$ cat src/rtl/kamus_pkg.sv
// Shared definitions for the KAMUS memory stage: operation codes, FSM states,
// write-back mux selects and load/store classification helpers.
package kamus_pkg;

    typedef enum logic [5:0] {
        OP_NOP    = 6'h00,
        OP_ADD    = 6'h01,
        OP_SUB    = 6'h02,
        OP_AND    = 6'h03,
        OP_OR     = 6'h04,
        OP_XOR    = 6'h05,
        OP_SLL    = 6'h06,
        OP_SRL    = 6'h07,
        OP_SRA    = 6'h08,
        OP_SLT    = 6'h09,
        OP_SLTU   = 6'h0A,
        OP_LUI    = 6'h0B,
        OP_AUIPC  = 6'h0C,
        OP_JAL    = 6'h0D,
        OP_JALR   = 6'h0E,
        OP_BRANCH = 6'h0F,
        OP_LB     = 6'h20,
        OP_LH     = 6'h21,
        OP_LW     = 6'h22,
        OP_LBU    = 6'h23,
        OP_LHU    = 6'h24,
        OP_SB     = 6'h28,
        OP_SH     = 6'h29,
        OP_SW     = 6'h2A
    } operation_e;

    typedef enum logic [1:0] {
        MEM_IDLE = 2'd0,
        MEM_REQ  = 2'd1,
        MEM_RESP = 2'd2
    } mem_state_e;

    localparam logic [1:0] WB_SEL_EX   = 2'd0;
    localparam logic [1:0] WB_SEL_LOAD = 2'd1;
    localparam logic [1:0] WB_SEL_PC   = 2'd2;

    function automatic logic is_load(input logic [5:0] op);
        return op inside {OP_LB, OP_LH, OP_LW, OP_LBU, OP_LHU};
    endfunction

    function automatic logic is_store(input logic [5:0] op);
        return op inside {OP_SB, OP_SH, OP_SW};
    endfunction

    function automatic logic is_misaligned(input logic [5:0] op, input logic [1:0] addr_lo);
        case (op)
            OP_LW, OP_SW:         return addr_lo != 2'b00;
            OP_LH, OP_LHU, OP_SH: return addr_lo[0];
            default:              return 1'b0;
        endcase
    endfunction

    // Non-memory operations get no byte lanes so an idle bus never looks like a write.
    function automatic logic [3:0] byte_enable(input logic [5:0] op, input logic [1:0] addr_lo);
        case (op)
            OP_SB:                                      return 4'b0001 << addr_lo;
            OP_SH:                                      return 4'b0011 << addr_lo;
            OP_SW, OP_LB, OP_LH, OP_LW, OP_LBU, OP_LHU: return 4'b1111;
            default:                                    return 4'b0000;
        endcase
    endfunction

    function automatic logic [31:0] store_data(input logic [5:0] op, input logic [31:0] rs2);
        case (op)
            OP_SB:   return {4{rs2[7:0]}};
            OP_SH:   return {2{rs2[15:0]}};
            default: return rs2;
        endcase
    endfunction

endpackage

$ cat src/rtl/kamus_load_align.sv
// Extracts the addressed byte/half/word from a read beat and sign- or
// zero-extends it according to the load flavour.
module kamus_load_align
    import kamus_pkg::*;
(
    input  logic [5:0]  operation,
    input  logic [1:0]  addr_lo,
    input  logic [31:0] rdata,
    output logic [31:0] load_data
);

    logic [31:0] shifted;

    assign shifted = rdata >> {addr_lo, 3'b000};

    always_comb begin
        load_data = shifted;
        case (operation)
            OP_LB:   load_data = {{24{shifted[7]}}, shifted[7:0]};
            OP_LBU:  load_data = {24'h000000, shifted[7:0]};
            OP_LH:   load_data = {{16{shifted[15]}}, shifted[15:0]};
            OP_LHU:  load_data = {16'h0000, shifted[15:0]};
            default: load_data = shifted;
        endcase
    end

endmodule

$ cat src/rtl/kamus_mem.sv
// KAMUS memory stage: captures the EX payload, runs one data-memory
// transaction per load/store with a bus timeout, and presents the write-back payload.
module kamus_mem
    import kamus_pkg::*;
#(
    parameter int BUS_TIMEOUT = 255
) (
    input  logic        clk_i,
    input  logic        rst_ni,
    input  logic        valid_i,
    input  logic [5:0]  operation_i,
    input  logic [31:0] ex_i,
    input  logic [31:0] rs2_data_i,
    input  logic [4:0]  rd_addr_i,
    input  logic [31:0] next_pc_i,
    input  logic [1:0]  wb_mux_sel_i,
    input  logic        l1d_wr_en_i,
    input  logic        regfile_wr_en_i,
    output logic        stall_o,
    output logic        dmem_req_o,
    output logic        dmem_we_o,
    output logic [31:0] dmem_addr_o,
    output logic [3:0]  dmem_be_o,
    output logic [31:0] dmem_wdata_o,
    input  logic        dmem_gnt_i,
    input  logic        dmem_rvalid_i,
    input  logic [31:0] dmem_rdata_i,
    input  logic        dmem_err_i,
    output logic        wb_valid_o,
    output logic [31:0] wb_ex_o,
    output logic [31:0] wb_load_data_o,
    output logic [4:0]  wb_rd_addr_o,
    output logic [31:0] wb_next_pc_o,
    output logic [1:0]  wb_mux_sel_o,
    output logic        wb_regfile_wr_en_o,
    output logic        exc_misaligned_o,
    output logic        exc_bus_err_o
);

    localparam int               CNT_W    = $clog2(BUS_TIMEOUT + 1);
    localparam logic [CNT_W-1:0] CNT_LAST = CNT_W'(BUS_TIMEOUT - 1);

    mem_state_e       state;
    logic [CNT_W-1:0] cycle_cnt;
    logic [5:0]       op_q;
    logic             regfile_wr_en_q;
    logic [31:0]      load_data;
    logic             capture;
    logic             mem_access;
    logic             misaligned;
    logic             done;
    logic             timeout;

    assign capture    = valid_i && (state == MEM_IDLE);
    assign mem_access = is_load(operation_i) || is_store(operation_i);
    assign misaligned = is_misaligned(operation_i, ex_i[1:0]);

    // A response only counts once the request has been granted, possibly in the same cycle.
    assign done    = dmem_rvalid_i && ((state == MEM_RESP) || ((state == MEM_REQ) && dmem_gnt_i));
    assign timeout = (state != MEM_IDLE) && !done && (cycle_cnt == CNT_LAST);

    kamus_load_align u_load_align (
        .operation (op_q),
        .addr_lo   (wb_ex_o[1:0]),
        .rdata     (dmem_rdata_i),
        .load_data (load_data)
    );

    always_ff @(posedge clk_i or negedge rst_ni) begin
        if (!rst_ni) begin
            state              <= MEM_IDLE;
            cycle_cnt          <= '0;
            op_q               <= 6'h00;
            regfile_wr_en_q    <= 1'b0;
            stall_o            <= 1'b0;
            dmem_req_o         <= 1'b0;
            dmem_we_o          <= 1'b0;
            dmem_addr_o        <= 32'h0;
            dmem_be_o          <= 4'h0;
            dmem_wdata_o       <= 32'h0;
            wb_valid_o         <= 1'b0;
            wb_ex_o            <= 32'h0;
            wb_load_data_o     <= 32'h0;
            wb_rd_addr_o       <= 5'h0;
            wb_next_pc_o       <= 32'h0;
            wb_mux_sel_o       <= 2'h0;
            wb_regfile_wr_en_o <= 1'b0;
            exc_misaligned_o   <= 1'b0;
            exc_bus_err_o      <= 1'b0;
        end else begin
            wb_valid_o         <= 1'b0;
            wb_regfile_wr_en_o <= 1'b0;
            exc_misaligned_o   <= 1'b0;
            exc_bus_err_o      <= 1'b0;
            case (state)
                MEM_IDLE: begin
                    if (capture) begin
                        op_q            <= operation_i;
                        regfile_wr_en_q <= regfile_wr_en_i;
                        wb_ex_o         <= ex_i;
                        wb_rd_addr_o    <= rd_addr_i;
                        wb_next_pc_o    <= next_pc_i;
                        wb_mux_sel_o    <= wb_mux_sel_i;
                        dmem_we_o       <= l1d_wr_en_i;
                        dmem_addr_o     <= {ex_i[31:2], 2'b00};
                        dmem_be_o       <= byte_enable(operation_i, ex_i[1:0]);
                        dmem_wdata_o    <= store_data(operation_i, rs2_data_i);
                        cycle_cnt       <= '0;
                        if (mem_access && !misaligned) begin
                            state      <= MEM_REQ;
                            stall_o    <= 1'b1;
                            dmem_req_o <= 1'b1;
                        end else begin
                            wb_valid_o         <= 1'b1;
                            exc_misaligned_o   <= misaligned;
                            wb_regfile_wr_en_o <= regfile_wr_en_i && !misaligned;
                        end
                    end
                end
                MEM_REQ, MEM_RESP: begin
                    if (done) begin
                        state              <= MEM_IDLE;
                        stall_o            <= 1'b0;
                        dmem_req_o         <= 1'b0;
                        wb_valid_o         <= 1'b1;
                        exc_bus_err_o      <= dmem_err_i;
                        wb_regfile_wr_en_o <= regfile_wr_en_q && !dmem_err_i;
                        wb_load_data_o     <= load_data;
                    end else if (timeout) begin
                        state         <= MEM_IDLE;
                        stall_o       <= 1'b0;
                        dmem_req_o    <= 1'b0;
                        wb_valid_o    <= 1'b1;
                        exc_bus_err_o <= 1'b1;
                    end else begin
                        cycle_cnt <= cycle_cnt + 1'b1;
                        if ((state == MEM_REQ) && dmem_gnt_i) begin
                            state      <= MEM_RESP;
                            dmem_req_o <= 1'b0;
                        end
                    end
                end
                default: begin
                    state      <= MEM_IDLE;
                    stall_o    <= 1'b0;
                    dmem_req_o <= 1'b0;
                end
            endcase
        end
    end

endmodule

$ cat config.mk
export PLATFORM = sky130hd
export DESIGN_NAME = kamus_mem
export DESIGN_NICKNAME = d
export VERILOG_FILES = /design/src/rtl/kamus_pkg.sv /design/src/rtl/kamus_load_align.sv /design/src/rtl/kamus_mem.sv
export SDC_FILE = /design/constraint.sdc
export NUM_CORES = 1
export LEC_CHECK = 0
export BUFFER_PORTS_ARGS = -buffer_cell sky130_fd_sc_hd__buf_2
export CAP_MARGIN = 25
export CORE_UTILIZATION = 45
export CTS_CLUSTER_DIAMETER = 30
export CTS_CLUSTER_SIZE = 12
export DETAILED_ROUTE_END_ITERATION = 10
export PLACE_DENSITY = 0.75
export SETUP_SLACK_MARGIN = 0.15
export SLEW_MARGIN = 5
export SYNTH_ARGS = -nofsm -noshare
export SYNTH_HDL_FRONTEND = slang
export SYNTH_SLANG_ARGS = --single-unit
$ cat constraint.sdc
create_clock -name clk_i -period 5.5 [get_ports clk_i]
set_input_delay 1.65 -clock clk_i [delete_from_list [all_inputs] [get_ports clk_i]]
set_output_delay 1.65 -clock clk_i [all_outputs]
set_load 0.05 [all_outputs]
=== After elaboration in Yosys (flattened, before gate mapping) ===
Index checks and enable logic that the tools add are counted.

* Add/sub/neg operators: 1
* Shift operators: 3
* Reduce and logical (&&, ||, !) cells: 28
* Multiplexer cells: 37
* Equal/unequal tests: 21

{| class="wikitable"
|+ Operators with widths
! kind !! number
|-
| $pmux 32 s4 || 1
|-
| $eq 6x6->1 const B || 12
|-
| $pmux 32 s2 || 1
|-
| $shr 32x5->32 || 1
|-
| $mux 8 || 3
|-
| $mux 1 || 19
|-
| $pmux 8 s2 || 1
|-
| $pmux 4 s3 || 1
|-
| $mux 2 || 5
|-
| $pmux 1 s2 || 5
|-
| $add 8x1->8 const B || 1
|-
| $eq 8x8->1 const B || 1
|-
| $logic_and 1x1->1 || 8
|-
| $ne 2x2->1 const B || 3
|-
| $reduce_and 3->1 || 2
|-
| $reduce_bool 2->1 || 3
|-
| $reduce_or 6->1 || 1
|-
| $reduce_bool 5->1 || 1
|-
| $ne 4x4->1 const B || 1
|-
| $pmux 2 s2 || 1
|-
| $reduce_and 2->1 || 2
|-
| $reduce_and 4->1 || 1
|-
| $reduce_or 2->1 || 2
|-
| $shl 1x2->4 const A || 1
|-
| 10 further kinds || 13
|}

* Register bits: 193
* Logic and storage cells: 109
* Output and inout port bits: 178
* Input port bits: 149

=== Logic depth before layout (Yosys ltp) ===
Gate-level depths: netlist of run 1.

* Word-level depth: 10
* Depth in mapped cells: 9
* Depth with buffers taken out: 7

=== Cells and area by module ===
A second synthesis of run 1 with hierarchy kept.

* Cells, all modules: 838
* Area total of the unflattened synthesis: 7861.3 µm²

{| class="wikitable"
|+ Modules (own cells, without submodules)
! module !! times used !! sequential area each (µm²) !! area each (µm²) !! cells an instance
|-
| kamus_mem || 1 || 4053.9 || 7116.8 || 732
|-
| kamus_load_align || 1 || 0.0 || 744.5 || 106
|}

=== Worst setup path before layout of run 1 ===
No wires, ideal clock.

* Kind: input -> register
* From: input operation_i[0]
* To: register state[1]
* Stages on the path: 6
* Data required time: 5.372 ns
* Library setup time: 0.128 ns
* Buffers on the path: 1
* Data arrival time: 2.795 ns
* Setup slack: 2.578 ns
* Cells stage by stage: buf_2 -> nor2b_1 -> a211oi_1 -> nor4b_2 -> a211oi_2 -> mux2_1

* Longest elaborated chain between the ends: 7
* Elaborated cells between the ends (all ways): 18
* Those cells by class: eq/ne (9); mux (1); reduce/logical (8)

{| class="wikitable"
|+ RTL lines
! element !! RTL line !! RTL
|-
| from (decl) || kamus_mem.sv:11 || <nowiki>input logic [5:0] operation_i,</nowiki>
|-
| $eq 6x6->1 (on tied branches) || kamus_pkg.sv:43, kamus_pkg.sv:51, kamus_pkg.sv:47 ||
|-
| $reduce_or 3->1 or $reduce_or 2->1 (tied branches) || kamus_pkg.sv:51 || <nowiki>case (op)</nowiki>
|-
| $pmux 1 s2 || kamus_pkg.sv:51 ||
|-
| $logic_not 1->1 || kamus_mem.sv:109 || <nowiki>if (mem_access && !misaligned) begin</nowiki>
|-
| $logic_and 1x1->1 (*) || kamus_mem.sv:109 ||
|-
| $ne 2x1->1 (no line) (*) || -- ||
|-
| $reduce_and 3->1 (no line) (*) || -- ||
|-
| to (signal assigned) || kamus_mem.sv:110 || <nowiki>state <= MEM_REQ;</nowiki>
|-
| to (signal assigned) || kamus_mem.sv:122 || <nowiki>state <= MEM_IDLE;</nowiki>
|-
| to (signal assigned) || kamus_mem.sv:130 || <nowiki>state <= MEM_IDLE;</nowiki>
|-
| to (decl) || kamus_mem.sv:43 || <nowiki>mem_state_e state;</nowiki>
|}

Mark *: on every way between the ends. The rest lies on a longest branch, timed or not.
A chain may end at the register's enable or synchronous reset.

=== Worst setup path after layout of run 1 ===
* From: register wb_ex_o[0]
* To: output wb_ex_o[0]

{| class="wikitable"
|+ RTL lines
! element !! RTL line !! RTL
|-
| from (decl) || kamus_mem.sv:30 || <nowiki>output logic [31:0] wb_ex_o,</nowiki>
|-
| from (signal assigned) || kamus_mem.sv:100 || <nowiki>wb_ex_o <= ex_i;</nowiki>
|}

No word-level cell between the ends.

==> flow_summary_export.csv, run 1 <==
group,metric,value,unit
sta,post-route-period-util,58.0,%
cts,numCtsBuffers,17,
flow_run,drv.max_cap_violation_count,0,
cts,clkTransAtPathRegs,60,ps
die,ios,327,
setup_path,critical-path-top-delay-family,"buffers and inverters",
sta,rsz0062_at_grt,"false",
sta,finClkSkew,6.78,ps
setup_path,critPathLaunchType,"flip-flop",
cells_and_area,area_growth,28.3,%
sta,setup_viol,0,
setup_path,crit_chain,"buf_4 > buf_2",
sta,slew_headroom,39.0,%
cts,cts_root_buf,"clkbuf_16",
global_routing,grt_pass1_wl,30100,um
yosys,async_reset_ff_share,100,%
yosys,syn_area_per_cell,11.7,sq um
sta,finalWorstSetupSlack,2310,ps
placed_design,place_area,9190,sq um
global_routing,grt_max_degree,103,
detailed_routing,drt_iter0_markers,235,
cts,htreeDepth,4,
min_path,hold_class,"flip-flop to flip-flop",
die,die_h,132,um
setup_path,critical_path_required,3850,ps
setup_path,max_stage_delay,400,ps
setup_path,timing.critical_path.slowest_stage_cell,"dfrtp_1",
yosys,syn_area,7630,sq um
setup_path,cp.buffers_inverters,2,
die,core_area,16600,sq um
cells_and_area,drive_above_1_share,49.8,%
sta,max_freq,0.314,GHz
yosys,ys_seq_area_share,53.1,%
cts,clk_latency,410,ps
detailed_routing,num_vias,5883,
die,chipWidth,132,um
sta,hold_viol_final,0,
cts,cts_tree,"built",
cells_and_area,fin_util,59.1,%
global_routing,grt_pass1_vias,5904,
die,rows,47,
cells_and_area,final_area,9790,sq um
global_routing,antenna_found_initial,0,
placed_design,io_buffers,324,
detailed_routing,post-route-drc-count,0,
detailed_routing,totalWireLength,19100,um
detailed_routing,vias_per_cell,5.06,
setup_path,critical_path_class,"flip-flop to primary output",
cts,cts_resized,0,
cells_and_area,layout_commonest_cell,"buf_2",
cells_and_area,final_cell_mix,"buf_2, dfrtp_1, mux2_2",
placed_design,gp_congestion,0.808,
yosys,synth_cell_types,49,
cells_and_area,num-fill-cells,1431,
detailed_routing,drtAntennaViolNets,0,
status,status,"finished, final reports clean",
yosys,synthCells,650,
detailed_routing,wl_per_cell,16.4,um
yosys,ys_warn_count,0,
sta,period_minus_slack,3190,ps
detailed_routing,dr.pass1.iters,5,
cells_and_area,fin_nets,1086,
die,die_area,17500,sq um
setup_path,crit_arrival,1540,ps
cells_and_area,diodes,0,
global_routing,grtUsageTotal,22.0,%
global_routing,grt_overflow,0,
cts,cts.sinks,162,
sta,setup_tns,0,ps
yosys,synth-edff-count,0,
sta,finalMaxSlewViolations,0,
cts,clk_path_buf_depth,2,
cts,ctsHoldBuffers,0,
setup_path,end_kind,"primary output",
yosys,synthFlopType,"dfrtp_1",
die,initial_core_util,46.0,%
placed_design,dp_hpwl,13900,um
setup_path,crit_path_max_fanout,32,
sta,worst_pin_slew,914,ps
yosys,ys_seq_elements,162,
placed_design,dp_slack,1890,ps
cts,postCtsSetupRepairBufs,0,
-- layout make-up --
cell class              instances  area [sq um]  share of cell area (%)
repair buffers                333          1730                    17.6
clock buffers                  22           464                    4.74
well taps                     220           275                    2.81
clock inverters                 9           121                    1.24
inverters                       7          26.3                   0.268
multi-input cells             410          3130                    31.9
flip-flops and latches        162          4050                    41.4
-- Yosys cell counts, types with 5 or more instances --
| master | n | share of area, % |
|---|---|---|
| a211oi_1 | 9 | 0.89 |
| a21oi_1 | 25 | 1.6 |
| and2_1 | 11 | 0.90 |
| buf_2 | 16 | 1.0 |
| buf_4 | 36 | 3.5 |
| clkbuf_1 | 17 | 0.84 |
| dfrtp_1 | 162 | 53 |
| ha_1 | 6 | 0.98 |
| inv_1 | 7 | 0.34 |
| mux2_2 | 94 | 14 |
| mux2i_1 | 47 | 6.2 |
| nand2_1 | 58 | 2.9 |
| nand3_1 | 5 | 0.33 |
| nor2_1 | 29 | 1.4 |
| nor2b_1 | 12 | 0.98 |
| o21ai_0 | 50 | 3.3 |
| o22a_1 | 16 | 1.8 |
| xnor2_1 | 7 | 0.80 |
-- stage by stage --
stage          hold slack, ps  cells
4_1_cts                   484   1162
6_report                  478   1163
2_1_floorplan             481    651
3_3_place_gp              460   1130
5_1_grt                   512   1163
3_5_place_dp              469   1131
-- layer usage --
layer | track usage [%] | wire [um] | up-vias
met3 | 5.77 | 1020 | 9
met4 | 4.98 | 166 | 0
li1 | - | - | 2796
met5 | 0 | 0 | -
met2 | 37.2 | 9530 | 198
met1 | 28.3 | 8390 | 2880
-- path summary, 6_finish.rpt --
path	start	to	slack, ps	cells after the start
min reg2reg	dmem_be_o[2]	dmem_be_o[2]	480	2
max	wb_ex_o[0]	wb_ex_o[0]	2310	2
max reg2reg	wb_ex_o[0]	wb_load_data_o[24]	2860	6
min in group asynchronous	rst_ni	wb_next_pc_o[8]	1350	1
min	dmem_be_o[2]	dmem_be_o[2]	480	2
max in group asynchronous	rst_ni	wb_load_data_o[15]	3150	2
-- kinds of logic (layout without fill, tap and decap cells) --
group,count (synthesis),after routing,synth area share (%)
xor+xnor,7,7,0.803
fa+ha+maj,6,6,0.983
buf+inv,79,371,6.13
simple gates,140,140,9.44
compound gates,113,113,9.31
mux,142,142,20.2
flops,162,162,53.1
other cells,1,2,0.0491
-- worst min-delay path, cell delays in order, from the launching register on --
cell     delay [ps]
dfrtp_1         340
nand2_1          40
o21ai_0          60
-- registers in the layout, indices dropped and copies added, names as in the netlist, 2 cells and up --
register and cells:
dmem_be_o 4, wb_mux_sel_o 2, wb_rd_addr_o 5, dmem_wdata_o 32, wb_ex_o 32, op_q 6, state 2, wb_load_data_o 32
cycle_cnt 8, wb_next_pc_o 32
Power of run 1 is left out: the tool's default activity adds up to more than one toggle a clock period on the data nets, which glitch-free logic cannot reach.
==> run 2: changes to the inputs <==
Settings changed: ABC_AREA set to 1.
Clock period 5.5 ns to 3.3 ns, I/O delays scaled along.
==> run 2 against run 1 <==
Core utilization grew 0.62 points. Routed wire length grew 18%. First-iteration DRC count rose by 110%. Non-clock buffer count shrank 2. Sequential cell count did not move. Sequential share of layout area decreased by 0.86 points. Die area rose by 2.2%. Via count grew 22%. Worst setup slack got worse by 1600 ps.
==> flow_summary_export.csv, run 2 <==
group,metric,value,unit
setup_path,crit_path_max_fanout,23,
placed_design,dp_hpwl,16500,um
yosys,syn_area,7800,sq um
cells_and_area,area_growth,28.2,%
cts,postCtsSetupRepairBufs,0,
cts,clk_path_buf_depth,2,
die,rows,47,
yosys,ys_seq_elements,162,
sta,hold_viol_final,0,
cells_and_area,drive_above_1_share,33.5,%
die,chipWidth,134,um
detailed_routing,post-route-drc-count,0,
setup_path,critical_path_required,2310,ps
flow_run,drv.max_cap_violation_count,0,
cells_and_area,layout_commonest_cell,"nand2_1",
cts,clk_latency,430,ps
cts,ctsHoldBuffers,0,
detailed_routing,drtAntennaViolNets,0,
cts,cts_root_buf,"clkbuf_16",
cells_and_area,fin_nets,1379,
setup_path,r2r_slack,1040,ps
sta,setup_tns,0,ps
die,ios,327,
global_routing,grt_pass1_vias,6894,
cts,cts.sinks,162,
yosys,synthFlopType,"dfrtp_1",
sta,max_freq,0.389,GHz
global_routing,grt_pass1_wl,35700,um
yosys,async_reset_ff_share,100,%
cells_and_area,num-fill-cells,1500,
setup_path,crit_chain,"buf_2",
detailed_routing,drt_iter0_markers,483,
die,die_area,17900,sq um
sta,finalMaxSlewViolations,0,
sta,slew_headroom,55.4,%
detailed_routing,num_vias,7149,
global_routing,grt_overflow,0,
yosys,synth_top_area_share,51.9,%
global_routing,grtUsageTotal,25.7,%
detailed_routing,wl_per_cell,15.5,um
detailed_routing,top_layer,"met4",
cts,cts_tree,"built",
die,initial_core_util,46.6,%
min_path,hold_class,"flip-flop to flip-flop",
detailed_routing,m1WireLength,9250,um
die,core_area,16800,sq um
yosys,synth_cell_types,42,
setup_path,timing.critical_path.slowest_stage_cell,"dfrtp_1",
global_routing,grt_max_degree,136,
yosys,synthCells,944,
sta,holdWs,475,ps
sta,setup_viol,0,
cts,clkTransAtPathRegs,70,ps
status,status,"finished, final reports clean",
detailed_routing,vias_per_cell,4.90,
setup_path,cp.buffers_inverters,1,
yosys,syn_area_per_cell,8.27,sq um
setup_path,critical_path_class,"flip-flop to primary output",
yosys,ys_warn_count,0,
setup_path,max_stage_delay,770,ps
cts,htreeDepth,4,
sta,period_minus_slack,2570,ps
yosys,synth_commonest_cells,"nand2_1, dfrtp_1, o21ai_0",
cells_and_area,final_cell_mix,"nand2_1, buf_2, dfrtp_1",
setup_path,critPathLaunchType,"flip-flop",
detailed_routing,totalWireLength,22500,um
yosys,synth-edff-count,0,
yosys,yosysMostFrequentCell,"nand2_1",
sta,finClkSkew,10.4,ps
placed_design,io_buffers,324,
die,die_h,134,um
setup_path,end_kind,"primary output",
cts,numCtsBuffers,17,
yosys,netlist.top_cell.by_area,"dfrtp_1",
yosys,ys_seq_area_share,51.9,%
detailed_routing,dr_wl_met3,1930,um
sta,post-route-period-util,78.0,%
yosys,synth.area.top_cells,"dfrtp_1, nand2_1, o21ai_0, buf_4, inv_1",
cts,cts_resized,0,
sta,rsz0062_at_grt,"false",
detailed_routing,dr.pass1.iters,5,
sta,worst_pin_slew,669,ps
global_routing,antenna_found_initial,3,
setup_path,critical-path-top-delay-family,"flip-flops",
detailed_routing,met2WireLength,10800,um
placed_design,gp_congestion,0.928,
setup_path,crit_arrival,1580,ps
## run 2: cell types whose count changed after synthesis, sizes merged, moves of 19 or more
cell | previous run | this run
mux2i | 47 | 7
nand2 | 58 | 379
or2 | 0 | 20
inv | 7 | 60
o21ai | 51 | 84
mux2 | 95 | 0
a21oi | 25 | 44
## run 2: routing by layer
metal | up-vias | GRT usage (%)
met3 | 38 | 7.84
met2 | 304 | 41.2
met1 | 3307 | 32.4
met5 | - | 0
li1 | 3500 | -
met4 | 0 | 10.7
## run 2: path summary, 6_finish.rpt
check,from,endpoint,depth (start not counted)
max,wb_ex_o[0],wb_ex_o[0],1
min,dmem_wdata_o[0],dmem_wdata_o[0],2
max reg2reg,wb_ex_o[0],wb_load_data_o[19],7
min reg2reg,dmem_wdata_o[0],dmem_wdata_o[0],2
max in group asynchronous,rst_ni,wb_ex_o[28],2
min in group asynchronous,rst_ni,wb_load_data_o[28],1
## run 2: metrics by stage
stage / cell area [sq um] / instances / util, % / worst slack [ps]
after CTS: 9990 / 1456 / 59.6 / 714
after detailed placement: 9380 / 1425 / 56.0 / 644
after global placement: 9380 / 1425 / 56.0 / 748
after floorplan: 7810 / 945 / - / 1220
final: 10000 / 1459 / 59.7 / 726
after global routing: 10000 / 1459 / 59.7 / 624
## run 2: cells by family after synthesis
| kind of cell | Yosys count | synth area share (%) |
|---|---|---|
| AOI/OAI and AO/OA | 158 | 12.0 |
| xor gates and xnor gates | 5 | 0.561 |
| adders and majority gates | 6 | 0.962 |
| buffers and inverters | 133 | 8.45 |
| DFF | 162 | 51.9 |
| muxes | 7 | 0.898 |
| other | 1 | 0.0481 |
| and+or+nand+nor | 472 | 25.2 |
## run 2: cell type report
class / count / area, sq um / share of cell area, %
repair buffers: 331 / 1720 / 17.2
flip-flops and latches: 162 / 4050 / 40.5
clock buffers: 18 / 439 / 4.39
inverters: 62 / 233 / 2.33
multi-input cells: 650 / 3100 / 31.0
clock inverters: 13 / 174 / 1.74
well taps: 220 / 275 / 2.75
diodes: 3 / 7.51 / 0.0751
Power of run 2 is left out for the same reason.
==> run 3: changes to the inputs <==
Settings changed: ABC_AREA 1 to 0, CORE_UTILIZATION 45 to 43.
Clock period 3.3 ns to 2.2 ns, I/O delays scaled along.
==> run 3 against run 2 <==
Worst setup slack got worse by 500 ps. Clock skew increased by 0.71 ps. Sequential share of layout area decreased by 0.066 points. Register-to-register slack got worse by 810 ps. Critical endpoint is now state[1]. Clock-buffer cell count decreased by 1. Sequential cell count unchanged. Via count decreased by 17%. Global-route usage decreased by 5.8 points. Largest cell class unchanged. Worst hold slack got worse by 350 ps.
==> flow_summary_export.csv, run 3 (synthesized netlist as in run 1, its figures left out) <==
group,metric,value,unit
setup_path,critical_path_class,"flip-flop to flip-flop",
die,rows,48,
cells_and_area,layout_commonest_cell,"buf_2",
setup_path,r2r_start,"state[0]",
cts,htreeDepth,4,
die,initial_core_util,44.1,%
detailed_routing,post-route-drc-count,0,
cells_and_area,fin_nets,1104,
flow_run,drv.max_cap_violation_count,0,
sta,finClkSkew,11.1,ps
min_path,hold_class,"primary input to asynchronous set/reset pin",
placed_design,gp_congestion,0.812,
detailed_routing,vias_per_cell,5.00,
global_routing,grt_pass1_wl,28400,um
cts,clkTransAtPathRegs,70,ps
die,core_area,17300,sq um
global_routing,grt_max_degree,73,
setup_path,critPathLaunchType,"flip-flop",
placed_design,place_area,9430,sq um
cells_and_area,drive_above_1_share,52.1,%
global_routing,grt_overflow,0,
die,ios,327,
setup_path,crit_path_max_fanout,8,
sta,setup_viol,0,
detailed_routing,num_vias,5940,
status,status,"finished, final reports clean",
detailed_routing,wl_per_cell,15.5,um
sta,hold_viol_final,0,
sta,period_minus_slack,1970,ps
detailed_routing,dr.pass1.iters,4,
cells_and_area,final_area,10000,sq um
global_routing,antenna_found_initial,0,
sta,finalMaxSlewViolations,0,
sta,setup_tns,0,ps
cells_and_area,final_cell_mix,"buf_2, dfrtp_1, mux2_2",
cts,numCtsBuffers,17,
cells_and_area,area_growth,31.3,%
die,die_h,135,um
cts,clk_latency,430,ps
sta,slew_headroom,66.1,%
placed_design,dp_cells,1152,
setup_path,crit_arrival,2270,ps
sta,rsz0062_at_grt,"false",
cts,clk_path_buf_depth,2,
cts,cts.sinks,162,
detailed_routing,drtAntennaViolNets,0,
cells_and_area,diodes,0,
placed_design,dp_hpwl,13700,um
setup_path,end_kind,"flip-flop",
global_routing,grt_pass1_vias,5809,
die,die_area,18300,sq um
detailed_routing,drt_iter0_markers,220,
sta,worst_pin_slew,506,ps
detailed_routing,totalWireLength,18400,um
sta,holdWs,125,ps
sta,max_freq,0.508,GHz
die,chipWidth,135,um
global_routing,grtUsageTotal,20.0,%
setup_path,cp-startpoint,"state[0]",
cts,cts_tree,"built",
cts,ctsHoldBuffers,0,
sta,post-route-period-util,89.5,%
placed_design,io_buffers,324,
setup_path,critical_path_required,2500,ps
cells_and_area,finalNonFillerCells,1187,
cts,cts_root_buf,"clkbuf_16",
[run 3: changes by cell type in the layout (fill, tap and decap cells not counted), moves of 17 or more]
| cell | change |
|---|---|
| mux2_2 | +94 |
| inv_1 | -53 |
| or2_2 | -19 |
| o21ai_0 | -30 |
| nand2_1 | -318 |
| mux2i_1 | +40 |
| a21oi_1 | -17 |
[run 3: final timing paths]
kind / endpoint / slack [ps] / cells past startpoint
hold reg to reg: dmem_wdata_o[9] / 470 / 2
max in group asynchronous: wb_ex_o[25] / 1440 / 2
setup reg to reg: state[1] / 230 / 7
setup / recovery: state[1] / 230 / 7
hold / removal: dmem_wdata_o[21] / 120 / 1
min in group clk_i: wb_next_pc_o[19] / 460 / 2
[run 3: worst max-delay path: stages (launching register included)]
cell and delay (ps):
dfrtp_2 430, inv_4 70, ha_4 190, nand2b_4 160
or3_4 340, and3_4 190, a211oi_2 150, mux2_1 330
[run 3: timing repair]
action | 4_1_cts | 5_1_grt
buffers inserted | 0 | 3
gates cloned | 0 | 0
setup endpoints to repair | 24 | 25
resized for setup | 1 | 3
[run 3: per-layer routing]
layer  routed length (um)  GRT usage, %  part of all wire, %  vias to the layer above
met1                 7750          24.2                   42                     2858
met5                    0             0                    0                        -
met4                  248          7.05                  1.4                        0
met2                 9090          33.6                   49                      214
met3                 1280          5.95                  7.0                       16
li1                     -             -                    -                     2852
[run 3: stage by stage]
| step | setup WS, ps | utilization [%] |
|---|---|---|
| floorplan | 45.5 | - |
| global placement | 143 | 54.5 |
| detailed placement | 117 | 54.5 |
| CTS | 167 | 57.8 |
| global route | 150 | 58.0 |
| finish | 230 | 58.0 |
[run 3: area by class of cell]
type | count | area (sq um)
Clock buffer | 17 | 425
Clock inverter | 15 | 128
Fill cell | 1458 | 7270
Inverter | 7 | 28.8
Multi-Input combinational cell | 410 | 3200
Sequential cell | 162 | 4060
Tap cell | 225 | 282
Timing Repair Buffer | 351 | 1910
Power of run 3 is left out for the same reason.
